**src/rtl/if_fetch_unit_pkg.sv**
```systemverilog
// Shared pipeline definitions for the fetch stage and the IF/ID register.
package if_fetch_unit_pkg;

    localparam int unsigned DEFAULT_ADDR_W = 32;
    localparam int unsigned DEFAULT_DATA_W = 32;

    // All-zero word doubles as the bubble the IF/ID register resets to.
    localparam logic [31:0] NOP_INSTR = 32'h0000_0000;

    typedef enum logic [1:0] {
        StReq,
        StHold,
        StKill
    } fetch_state_e;

endpackage

```
**src/rtl/if_fetch_unit.sv**
```systemverilog
// Instruction fetch stage: owns the PC, talks req/ready to instruction memory and
// feeds the IF/ID register, absorbing stalls, redirects and memory wait states.
module if_fetch_unit
    import if_fetch_unit_pkg::*;
#(
    parameter int unsigned       ADDR_W   = DEFAULT_ADDR_W,
    parameter int unsigned       DATA_W   = DEFAULT_DATA_W,
    parameter logic [ADDR_W-1:0] RESET_PC = '0
) (
    input  logic              clock,
    input  logic              startin,
    input  logic              stall,
    input  logic              redirect,
    input  logic [ADDR_W-1:0] redirect_pc,
    output logic              imem_req,
    output logic [ADDR_W-1:0] imem_addr,
    input  logic              imem_ready,
    input  logic [DATA_W-1:0] imem_rdata,
    output logic [DATA_W-1:0] instruction_out,
    output logic [ADDR_W-1:0] pc_plus_4_out,
    output logic              ifid_write
);

    localparam logic [DATA_W-1:0] Nop = DATA_W'(NOP_INSTR);

    fetch_state_e      state_q, state_d;
    logic [ADDR_W-1:0] pc_q, pc_d;
    logic [ADDR_W-1:0] kill_addr_q, kill_addr_d;
    logic [DATA_W-1:0] hold_instr_q, hold_instr_d;
    logic [ADDR_W-1:0] hold_pc4_q, hold_pc4_d;
    logic [ADDR_W-1:0] pc_plus_4;

    assign pc_plus_4 = pc_q + ADDR_W'(4);

    always_comb begin
        state_d         = state_q;
        pc_d            = pc_q;
        kill_addr_d     = kill_addr_q;
        hold_instr_d    = hold_instr_q;
        hold_pc4_d      = hold_pc4_q;
        imem_req        = 1'b0;
        imem_addr       = pc_q;
        ifid_write      = 1'b0;
        instruction_out = Nop;
        pc_plus_4_out   = pc_q;

        if (startin) begin
            ifid_write    = 1'b1;
            pc_plus_4_out = '0;
            state_d       = StReq;
            pc_d          = RESET_PC;
            kill_addr_d   = '0;
            hold_instr_d  = '0;
            hold_pc4_d    = '0;
        end else begin
            unique case (state_q)
                StReq: begin
                    imem_req = 1'b1;
                    if (imem_ready) begin
                        pc_d = pc_plus_4;
                        if (stall) begin
                            hold_instr_d = imem_rdata;
                            hold_pc4_d   = pc_plus_4;
                            state_d      = StHold;
                        end else begin
                            ifid_write      = 1'b1;
                            instruction_out = imem_rdata;
                            pc_plus_4_out   = pc_plus_4;
                        end
                    end else begin
                        // Memory wait: push a bubble unless decode is holding IF/ID.
                        ifid_write = !stall;
                    end
                end
                StHold: begin
                    instruction_out = hold_instr_q;
                    pc_plus_4_out   = hold_pc4_q;
                    ifid_write      = !stall;
                    if (!stall) state_d = StReq;
                end
                StKill: begin
                    imem_req   = 1'b1;
                    imem_addr  = kill_addr_q;
                    ifid_write = !stall;
                    if (imem_ready) state_d = StReq;
                end
                default: state_d = StReq;
            endcase

            // Flush wins over stall; an orphaned request must still drain in StKill.
            if (redirect) begin
                ifid_write      = 1'b1;
                instruction_out = Nop;
                pc_plus_4_out   = '0;
                pc_d            = {redirect_pc[ADDR_W-1:2], 2'b00};
                unique case (state_q)
                    StReq: begin
                        if (imem_ready) begin
                            state_d = StReq;
                        end else begin
                            kill_addr_d = pc_q;
                            state_d     = StKill;
                        end
                    end
                    StHold:  state_d = StReq;
                    StKill:  state_d = imem_ready ? StReq : StKill;
                    default: state_d = StReq;
                endcase
            end
        end
    end

    always_ff @(posedge clock) begin
        state_q      <= state_d;
        pc_q         <= pc_d;
        kill_addr_q  <= kill_addr_d;
        hold_instr_q <= hold_instr_d;
        hold_pc4_q   <= hold_pc4_d;
    end

endmodule
```
**config.mk**
```make
export PLATFORM = sky130hd
export DESIGN_NAME = if_fetch_unit
export DESIGN_NICKNAME = d
export VERILOG_FILES = /design/src/rtl/if_fetch_unit_pkg.sv /design/src/rtl/if_fetch_unit.sv
export SDC_FILE = /design/constraint.sdc
export NUM_CORES = 1
export LEC_CHECK = 0
export BUFFER_PORTS_ARGS = -buffer_cell sky130_fd_sc_hd__buf_2
export CORE_MARGIN = 5
export CORE_UTILIZATION = 35
export CTS_CLUSTER_SIZE = 30
export DETAILED_ROUTE_END_ITERATION = 10
export GPL_TIMING_DRIVEN = 1
export HOLD_SLACK_MARGIN = 0.1
export PLACE_DENSITY = 0.61
export SETUP_SLACK_MARGIN = 0.02
export SLEW_MARGIN = 15
export SYNTH_ARGS = -nofsm -noshare
export SYNTH_HDL_FRONTEND = slang
export SYNTH_SLANG_ARGS = --single-unit
```
**constraint.sdc**
```tcl
create_clock -name clock -period 2.99 [get_ports clock]
set_input_delay 0.598 -clock clock [delete_from_list [all_inputs] [get_ports clock]]
set_output_delay 0.598 -clock clock [all_outputs]
set_load 0.1 [all_outputs]
```
==> results of run 1 <==
-- cell type report --
| type | count | area (µm²) | area share (%) |
|---|---|---|---|
| diodes | 1 | 2.50 | 0.0213 |
| clock buffers | 19 | 453 | 3.85 |
| clock inverters | 13 | 165 | 1.40 |
| inverters | 8 | 30.0 | 0.255 |
| multi-input cells | 748 | 5160 | 43.9 |
| flip-flops and latches | 124 | 2510 | 21.4 |
| well taps | 270 | 338 | 2.87 |
| repair buffers | 261 | 3100 | 26.4 |
-- routing by layer --
metal	wire length, µm	vias to the layer above	GRT usage, %
met4	640	0	6.27
met2	12800	314	34.2
met1	10800	3744	27.9
met5	0	-	0
li1	-	3793	-
met3	1890	47	4.47
-- critical path, cell delays in order (launching register included) --
cell and delay (ps):
dfxtp_2 350, ha_4 170, nand4_4 80, or4_4 580
or2_4 260, mux2i_2 170, a211oi_4 290, buf_12 210
-- power groups by stage --
stage | logic (µW) | registers (µW) | clock network, µW
5_1_grt | 1550 | 1830 | 2290
3_5_place_dp | 1420 | 1840 | 0
3_3_place_gp | 1400 | 1840 | 0
4_1_cts | 1430 | 1810 | 2200
6_report | 1470 | 1810 | 2180
2_1_floorplan | 947 | 1820 | 0
-- cells in the final DEF (no fill, tap or decap), drive strengths merged, types with 10 or more instances in the layout --
master | netlist | layout
nor4 | 15 | 15
buf | 30 | 261
nor2 | 115 | 115
xor2 | 29 | 29
o21ai | 36 | 36
clkbuf | 77 | 19
xnor2 | 22 | 22
a221oi | 11 | 11
a22oi | 36 | 36
nand3 | 15 | 15
nor3 | 16 | 16
dfxtp | 124 | 124
a211oi | 47 | 47
nand2 | 176 | 176
mux2 | 27 | 27
mux2i | 11 | 11
a21oi | 97 | 97
nand4 | 19 | 19
inv | 8 | 10
-- worst paths after layout --
check | from | end | slack, ps
setup / recovery | pc_q[3] | pc_plus_4_out[20] | -160
hold / removal | redirect_pc[3] | pc_q[3] | 410
hold reg to reg | kill_addr_q[28] | kill_addr_q[28] | 450
setup reg to reg | state_q[0] | pc_q[21] | 570
-- stage by stage --
| step | setup TNS, ps | utilization, % | total power (µW) | worst slack [ps] | hold slack (ps) |
|---|---|---|---|---|---|
| 6_report | -254 | 57.8 | 5470 | -155 | 406 |
| 5_1_grt | -597 | 57.8 | 5670 | -202 | 412 |
| 4_1_cts | -292 | 55.6 | 5440 | -150 | 397 |
| 3_5_place_dp | 0 | 51.9 | 3260 | 181 | 444 |
| 3_3_place_gp | 0 | 51.9 | 3240 | 175 | 438 |
| 2_1_floorplan | -4100 | - | 2770 | -473 | 433 |
-- cells by family (layout without fill, tap and decap cells) --
group | count (synthesis) | count (layout) | share of synthesized area (%)
xor+xnor | 51 | 51 | 6.11
buf+inv | 115 | 301 | 6.54
mux | 38 | 38 | 5.67
compound gates | 256 | 256 | 22.2
other cells | 1 | 5 | 0.0513
flops | 124 | 124 | 34.0
simple gates | 394 | 394 | 24.6
fa+ha+maj | 5 | 5 | 0.856
-- state kept, by name, summed over array words and instances (netlist names) --
name / flops
kill_addr_q: 30
state_q: 2
hold_pc4_q: 30
pc_q: 30
hold_instr_q: 32
-- timing repair --
item,in CTS,in global routing
endpoints found under the setup margin,28,21
buffers inserted,6,26
resized for setup,31,66
pin swaps,13,20
==> impl_metrics.yaml, run 1 <==
logic_synthesis:
  ys_ff_latch: 124
  synth_largest_area_cell: "dfxtp_1"
  synthTopCellsByArea: "dfxtp_1 (34%), nand2_1 (9.0%), a21oi_1 (6.6%), nor2_1 (5.9%), a211oi_1 (4.7%)"
  yosysMostFrequentCell: "nand2_1"
  ys_types: 55
  yosysWarnings: 0
  syn-cell-area_um2: 7310
  async_reset_ff_share_pct: 0
  synthTopCellsByCount: "nand2_1 (176), dfxtp_1 (124), nor2_1 (115), a21oi_1 (97), clkbuf_1 (77)"
  syn-instance-count: 984
  synth_top_area_share_pct: 34.0
  ys_seq_area_share_pct: 34.0
  synth_edf_count: 0
  ys.flop_type: "dfxtp_1"
  syn_avg_cell_area_um2: 7.42
global_routing:
  track_usage_pct: 20.9
  grt_antenna_before_repair: 1
  overflow: 0
  grt_pass1_vias: 7408
  grt_first_pass_wirelength_mm: 40.4
  grt_max_degree: 63
worst_setup_path:
  endpoint_kind: "output port"
  crit_arrival_ps: 2550
  r2r_cells: 8
  critical_path_class: "flip-flop to output port"
  cp-start-kind: "flip-flop"
  path_max_fanout: 3
  cp.required_ps: 2390
clock_tree:
  ctsLongestPathBuffers: 2
  cts_tree: "yes"
  cts_root_buf: "clkbuf_16"
  h-tree-depth: 4
  cts_made_buffers: 17
  clk_latency_ps: 430
  ctsHoldBuffers: 0
  clk_pin_slew_worst_paths_ps: 60
  cts_sinks: 124
power:
  combPwrFrac_pct: 27.0
  intPower_uw: 3620
  p_seq_share_pct: 33.2
  leakage_uw: 0.00424
  clkPwrFrac_pct: 39.8
  peakVddDrop_mv: 0.443
  switching_power_uw: 1850
  power_density_nw_per_um2: 465
  swShare_pct: 33.8
floorplanning:
  die_y_um: 154
  placementRows: 52
  fp.coreArea_um2: 20400
  initial_core_util_pct: 35.9
  fp.dieW_um: 154
  dieArea_um2: 23900
  io_pins: 167
detailed_routing:
  ant_nets: 0
  post_drt_wl_per_cell_um: 18.1
  via_per_inst: 5.47
  finalWirelength_mm: 26.1
  vias: 7898
  drt_pass1_iterations: 6
  drc: 0
  drtIter0Drc: 724
cells_and_area:
  final_net_count: 1234
  syn2layout_area_growth_pct: 61.1
  drive_gt1_share_pct: 38.9
  postLayoutCellArea_um2: 11800
  fin_cells: 1444
  nFillCells: 1761
outcome:
  violations: "setup timing"
  status: "finished, violations left"
timing:
  finalHoldViolCount: 0
  rsz0062_at_grt: "true"
  drv_slew: 0
  worst_slew_pin_slew_ps: 862
  slew-limit-headroom_pct: 42.5
  worst_slack_ps: -155
  fin_crit_ps: 3150
  setup_viol: 2
  timing.fmax_mhz: 318
  fin_skew_ps: 7.44
  timing.final.crit_share_pct: 105
placement:
  hpwl_mm: 17.6
  io_buffers: 160
  placed_cell_area_um2: 10600
  gp_congestion: 0.868
  dpl.cell_count: 1379
worst_hold_path:
  holdPathStages: 3
  holdCritPathClass: "primary input to flip-flop"
run:
  drv_cap: 0
No activity file was read; power rests on OpenSTA's default activity.
==> run 2: changes to the inputs <==
--- a/config.mk
+++ b/config.mk
@@ -13,8 +13,9 @@
 export GPL_TIMING_DRIVEN = 1
 export HOLD_SLACK_MARGIN = 0.1
 export PLACE_DENSITY = 0.61
+export RECOVER_POWER = 100
 export SETUP_SLACK_MARGIN = 0.02
-export SLEW_MARGIN = 15
+export SLEW_MARGIN = 20
 export SYNTH_ARGS = -nofsm -noshare
 export SYNTH_HDL_FRONTEND = slang
 export SYNTH_SLANG_ARGS = --single-unit
==> run 2 against run 1 <==
The run still ends with setup timing left. Core utilization shrank 3.2 points. Largest cell class unchanged. Global-route usage is the same. Sequential share of layout area up 1.3 points. Power is 0.95% lower. Maximum frequency rose by 0.36%.
==> impl_metrics.yaml, run 2 (same netlist as run 1, synthesis figures left out) <==
clock_tree:
  ctsHoldBuffers: 0
  cts_root_buf: "clkbuf_16"
  clk_latency_ps: 430
  clk_pin_slew_worst_paths_ps: 60
  h-tree-depth: 4
  ctsLongestPathBuffers: 2
  cts_tree: "yes"
  cts_sinks: 124
  cts_made_buffers: 17
cells_and_area:
  nFillCells: 1861
  drive_gt1_share_pct: 37.9
  final_net_count: 1234
  final_common_cell: "nand2_1"
  syn2layout_area_growth_pct: 52.2
  largest_reg_flops: 32
  final_cell_mix: "nand2_1 (173), dfxtp_1 (108), buf_4 (93)"
  fin_cells: 1444
  top_register: "hold_instr_q"
floorplanning:
  placementRows: 52
  dieArea_um2: 23900
  fp.dieW_um: 154
  die_y_um: 154
  initial_core_util_pct: 35.9
  fp.coreArea_um2: 20400
  io_pins: 167
timing:
  slew-limit-headroom_pct: 18.8
  timing.final.crit_share_pct: 105
  fin_skew_ps: 8.92
  holdWs_ps: 405
  worst_slew_pin_slew_ps: 1220
  drv_slew: 0
  worst_slack_ps: -144
  timing.fmax_mhz: 319
  finalHoldViolCount: 0
  rsz0062_at_grt: "true"
  setup_viol: 10
  fin_crit_ps: 3130
global_routing:
  grt_max_degree: 63
  grt_first_pass_wirelength_mm: 40.4
  overflow: 0
  track_usage_pct: 20.9
  grt_antenna_before_repair: 1
  grt_pass1_vias: 7408
outcome:
  violations: "setup timing"
  status: "finished, violations left"
worst_setup_path:
  cp-start-kind: "flip-flop"
  crit_arrival_ps: 2540
  max_stage_delay_ps: 580
  cp.required_ps: 2390
  critical_path_class: "flip-flop to output port"
  endpoint_kind: "output port"
  crit_buf_inv: 1
  crit_family: "simple AND/OR/NAND/NOR gates"
  crit_chain: "ha_4, nand4_4, or4_4, or2_4, mux2i_2, a211oi_4, buf_12"
  path_max_fanout: 3
  crit_slowest_cell: "or4_4"
  reg2reg_setup_slack_ps: 120
placement:
  io_buffers: 160
  dpl.cell_count: 1379
  hpwl_mm: 17.6
  gp_congestion: 0.868
worst_hold_path:
  holdCritPathClass: "primary input to flip-flop"
power:
  leakage_uw: 0.00407
  report.power.total_uw: 5420
  peakVddDrop_mv: 0.440
  power_density_nw_per_um2: 487
run:
  drv_cap: 0
detailed_routing:
  drtIter0Drc: 691
  drt_pass1_iterations: 5
  post_drt_wl_per_cell_um: 18.2
  finalWirelength_mm: 26.3
  drc: 0
  via_per_inst: 5.46
  ant_nets: 0
  vias: 7884
## run 2: path summary, 6_finish.rpt
check / startpoint / end / cells past startpoint
min reg2reg: kill_addr_q[28] / kill_addr_q[28] / 2
max reg2reg: state_q[0] / hold_pc4_q[15] / 7
min: redirect_pc[14] / pc_q[14] / 3
max: pc_q[3] / pc_plus_4_out[20] / 7
## run 2: layout make-up
class	instances	area, µm²	area share, %
multi-input combinational	748	5140	46.2
sequential	124	2510	22.6
timing repair buffer	261	2480	22.3
clock buffer	19	453	4.07
tap	270	338	3.04
clock inverter	13	165	1.49
inverter	8	30.0	0.270
antenna	1	2.50	0.0225
## run 2: timing repair
action / 4_1_cts / 5_1_grt
gates resized for setup: 31 / 66
pin swaps: 13 / 20
setup buffers: 6 / 26
endpoints found under the setup margin: 28 / 21
## run 2: stage by stage
step / utilization (%) / setup TNS (ps) / setup WS (ps) / instance area [µm²]
2_1_floorplan: - / -4100 / -473 / 7860
3_3_place_gp: 51.9 / 0 / 175 / 10600
3_5_place_dp: 51.9 / 0 / 181 / 10600
4_1_cts: 55.6 / -292 / -150 / 11300
5_1_grt: 54.6 / -5590 / -202 / 11100
6_report: 54.6 / -290 / -144 / 11100
## run 2: worst register-to-register path, cell delays in order, from the launching register on
cell      delay, ps
dfxtp_2         350
inv_1           140
ha_4            200
clkbuf_1        420
and3_1          930
buf_4           450
nor2_1           80
a211oi_1        220
## run 2: where the power goes
part           internal, µW  total (µW)  switching [µW]
Clock                  1360        2190             827
Combinational           470        1420             946
Sequential             1740        1810            70.5
Total                  3570        5420            1840
## run 2: metal layers
metal	share of wire (%)	track usage, %
met4	2.2	6.27
met3	6.4	4.47
met1	42	27.9
met2	49	34.2
met5	0	0
==> run 3: changes to the inputs <==
--- a/config.mk
+++ b/config.mk
@@ -6,6 +6,7 @@
 export NUM_CORES = 1
 export LEC_CHECK = 0
 export BUFFER_PORTS_ARGS = -buffer_cell sky130_fd_sc_hd__buf_2
+export CORE_ASPECT_RATIO = 0.8
 export CORE_MARGIN = 5
 export CORE_UTILIZATION = 35
 export CTS_CLUSTER_SIZE = 30
@@ -14,7 +15,7 @@
 export HOLD_SLACK_MARGIN = 0.1
 export PLACE_DENSITY = 0.61
 export RECOVER_POWER = 100
-export SETUP_SLACK_MARGIN = 0.02
+export SETUP_SLACK_MARGIN = 0.4
 export SLEW_MARGIN = 20
 export SYNTH_ARGS = -nofsm -noshare
 export SYNTH_HDL_FRONTEND = slang
==> run 3 against run 2 <==
Wire length increased by 18%. Final cell count rose by 4.4%. Non-clock buffer count is 61 higher. Maximum frequency increased by 0.28%. Critical endpoint is now pc_plus_4_out[19]. Sequential share of layout area down 3.0 points. The run still ends with setup timing left. Highest routed layer unchanged. Via count increased by 8.2%. Register-to-register slack improved by 70 ps. Die area hardly changed. Combinational power rose by 20%.
==> impl_metrics.yaml, run 3 (same netlist as run 1, synthesis figures left out) <==
floorplanning:
  placementRows: 47
  fp.dieW_um: 172
  dieArea_um2: 23900
  die_y_um: 139
  fp.coreArea_um2: 20600
  io_pins: 167
  initial_core_util_pct: 35.4
global_routing:
  overflow: 0
  track_usage_pct: 24.2
  grt_pass1_vias: 8117
  grt_antenna_before_repair: 0
  grt_max_degree: 87
  grt_first_pass_wirelength_mm: 45.8
worst_setup_path:
  r2r_end: "pc_q[15]"
  r2r_cells: 11
  crit_end: "pc_plus_4_out[19]"
  endpoint_kind: "output port"
  crit_arrival_ps: 2530
  cp.required_ps: 2390
  cp-start-kind: "flip-flop"
  reg2reg_setup_slack_ps: 190
  crit_start: "pc_q[15]"
  critical_path_class: "flip-flop to output port"
  timing.rr.start: "state_q[1]"
  path_max_fanout: 6
power:
  power_density_nw_per_um2: 432
  report.power.total_uw: 5590
  peakVddDrop_mv: 0.330
  leakage_uw: 0.00474
clock_tree:
  cts_root_buf: "clkbuf_16"
  h-tree-depth: 4
  cts_tree: "yes"
  ctsHoldBuffers: 0
  cts_made_buffers: 17
  clk_latency_ps: 430
  ctsLongestPathBuffers: 2
  clk_pin_slew_worst_paths_ps: 60
  cts_sinks: 124
detailed_routing:
  ant_nets: 0
  vias: 8531
  drt_pass1_iterations: 6
  post_drt_wl_per_cell_um: 20.5
  drc: 0
  via_per_inst: 5.66
  finalWirelength_mm: 31.0
  drtIter0Drc: 882
timing:
  slew-limit-headroom_pct: 21.3
  rsz0062_at_grt: "true"
  fin_tns_setup_ps: -910
  fin_crit_ps: 3120
  setup_viol: 17
  drv_slew: 0
  finalHoldViolCount: 0
  worst_slack_ps: -135
  worst_slew_pin_slew_ps: 1190
  timing.fmax_mhz: 320
  fin_skew_ps: 11.1
  timing.final.crit_share_pct: 105
placement:
  placed_cell_area_um2: 10700
  io_buffers: 160
  hpwl_mm: 18.2
  dp_slack_ps: 231
  gp_congestion: 0.887
cells_and_area:
  final_common_cell: "nand2_1"
  final_net_count: 1299
  antenna_cells: 0
  fin_util_pct: 62.6
  top_register: "hold_instr_q"
  final_cell_mix: "nand2_1 (168), dfxtp_1 (105), buf_4 (105)"
  drive_gt1_share_pct: 47.5
  largest_reg_flops: 32
  postLayoutCellArea_um2: 12900
  syn2layout_area_growth_pct: 76.8
outcome:
  status: "finished, violations left"
  violations: "setup timing"
worst_hold_path:
  holdCritPathClass: "primary input to flip-flop"
run:
  drv_cap: 0
## run 3: cell type report
| cell class | count | area [µm²] |
|---|---|---|
| clock inverters | 14 | 148 |
| repair buffers | 322 | 3550 |
| multi-input cells | 752 | 5890 |
| flip-flops and latches | 124 | 2530 |
| fillers | 1629 | 7720 |
| well taps | 269 | 337 |
| inverters | 8 | 36.3 |
| clock buffers | 18 | 429 |
## run 3: worst min path at each step
| stage | startpoint | to | slack [ps] | depth (start not counted) |
|---|---|---|---|---|
| final | redirect_pc[6] | pc_q[6] | 400 | 3 |
| after global routing | redirect_pc[6] | pc_q[6] | 400 | 3 |
| after CTS | redirect_pc[6] | pc_q[6] | 400 | 3 |
| after detailed placement | kill_addr_q[2] | kill_addr_q[2] | 440 | 2 |
| after global placement | kill_addr_q[26] | kill_addr_q[26] | 440 | 2 |
| after floorplan | kill_addr_q[13] | kill_addr_q[13] | 430 | 2 |
## run 3: per-stage QoR
step	hold WS [ps]	instances
floorplan	433	987
global placement	438	1379
detailed placement	443	1379
CTS	402	1472
global route	395	1507
finish	402	1507
## run 3: worst max-delay path, cell delays in order (launching register included)
cell and delay [ps]:
dfxtp_2 340, buf_6 120, nand4_1 180, nor4_4 400
buf_4 220, nand3_4 110, mux2i_4 220, a211oi_4 280
buf_12 210
## run 3: where the power goes
| part | total (µW) | switching [µW] | internal [µW] |
|---|---|---|---|
| registers | 1820 | 75.9 | 1740 |
| clock network | 2060 | 833 | 1230 |
| logic | 1710 | 1080 | 625 |
| total | 5590 | 1990 | 3590 |
## run 3: metal layers
metal,global-route usage (%),part of all wire (%)
met1,33.9,43
met2,38.4,48
met3,4.56,7.3
met4,6.42,2.2
met5,0,0
## run 3: timing repair
action                                  in CTS  in global routing
buffers inserted                            49                 33
pin swaps                                   51                 46
cloned                                      12                  2
gates resized for setup                    195                 71
endpoints found under the hold margin        0                  0
endpoints found under the setup margin      88                 88
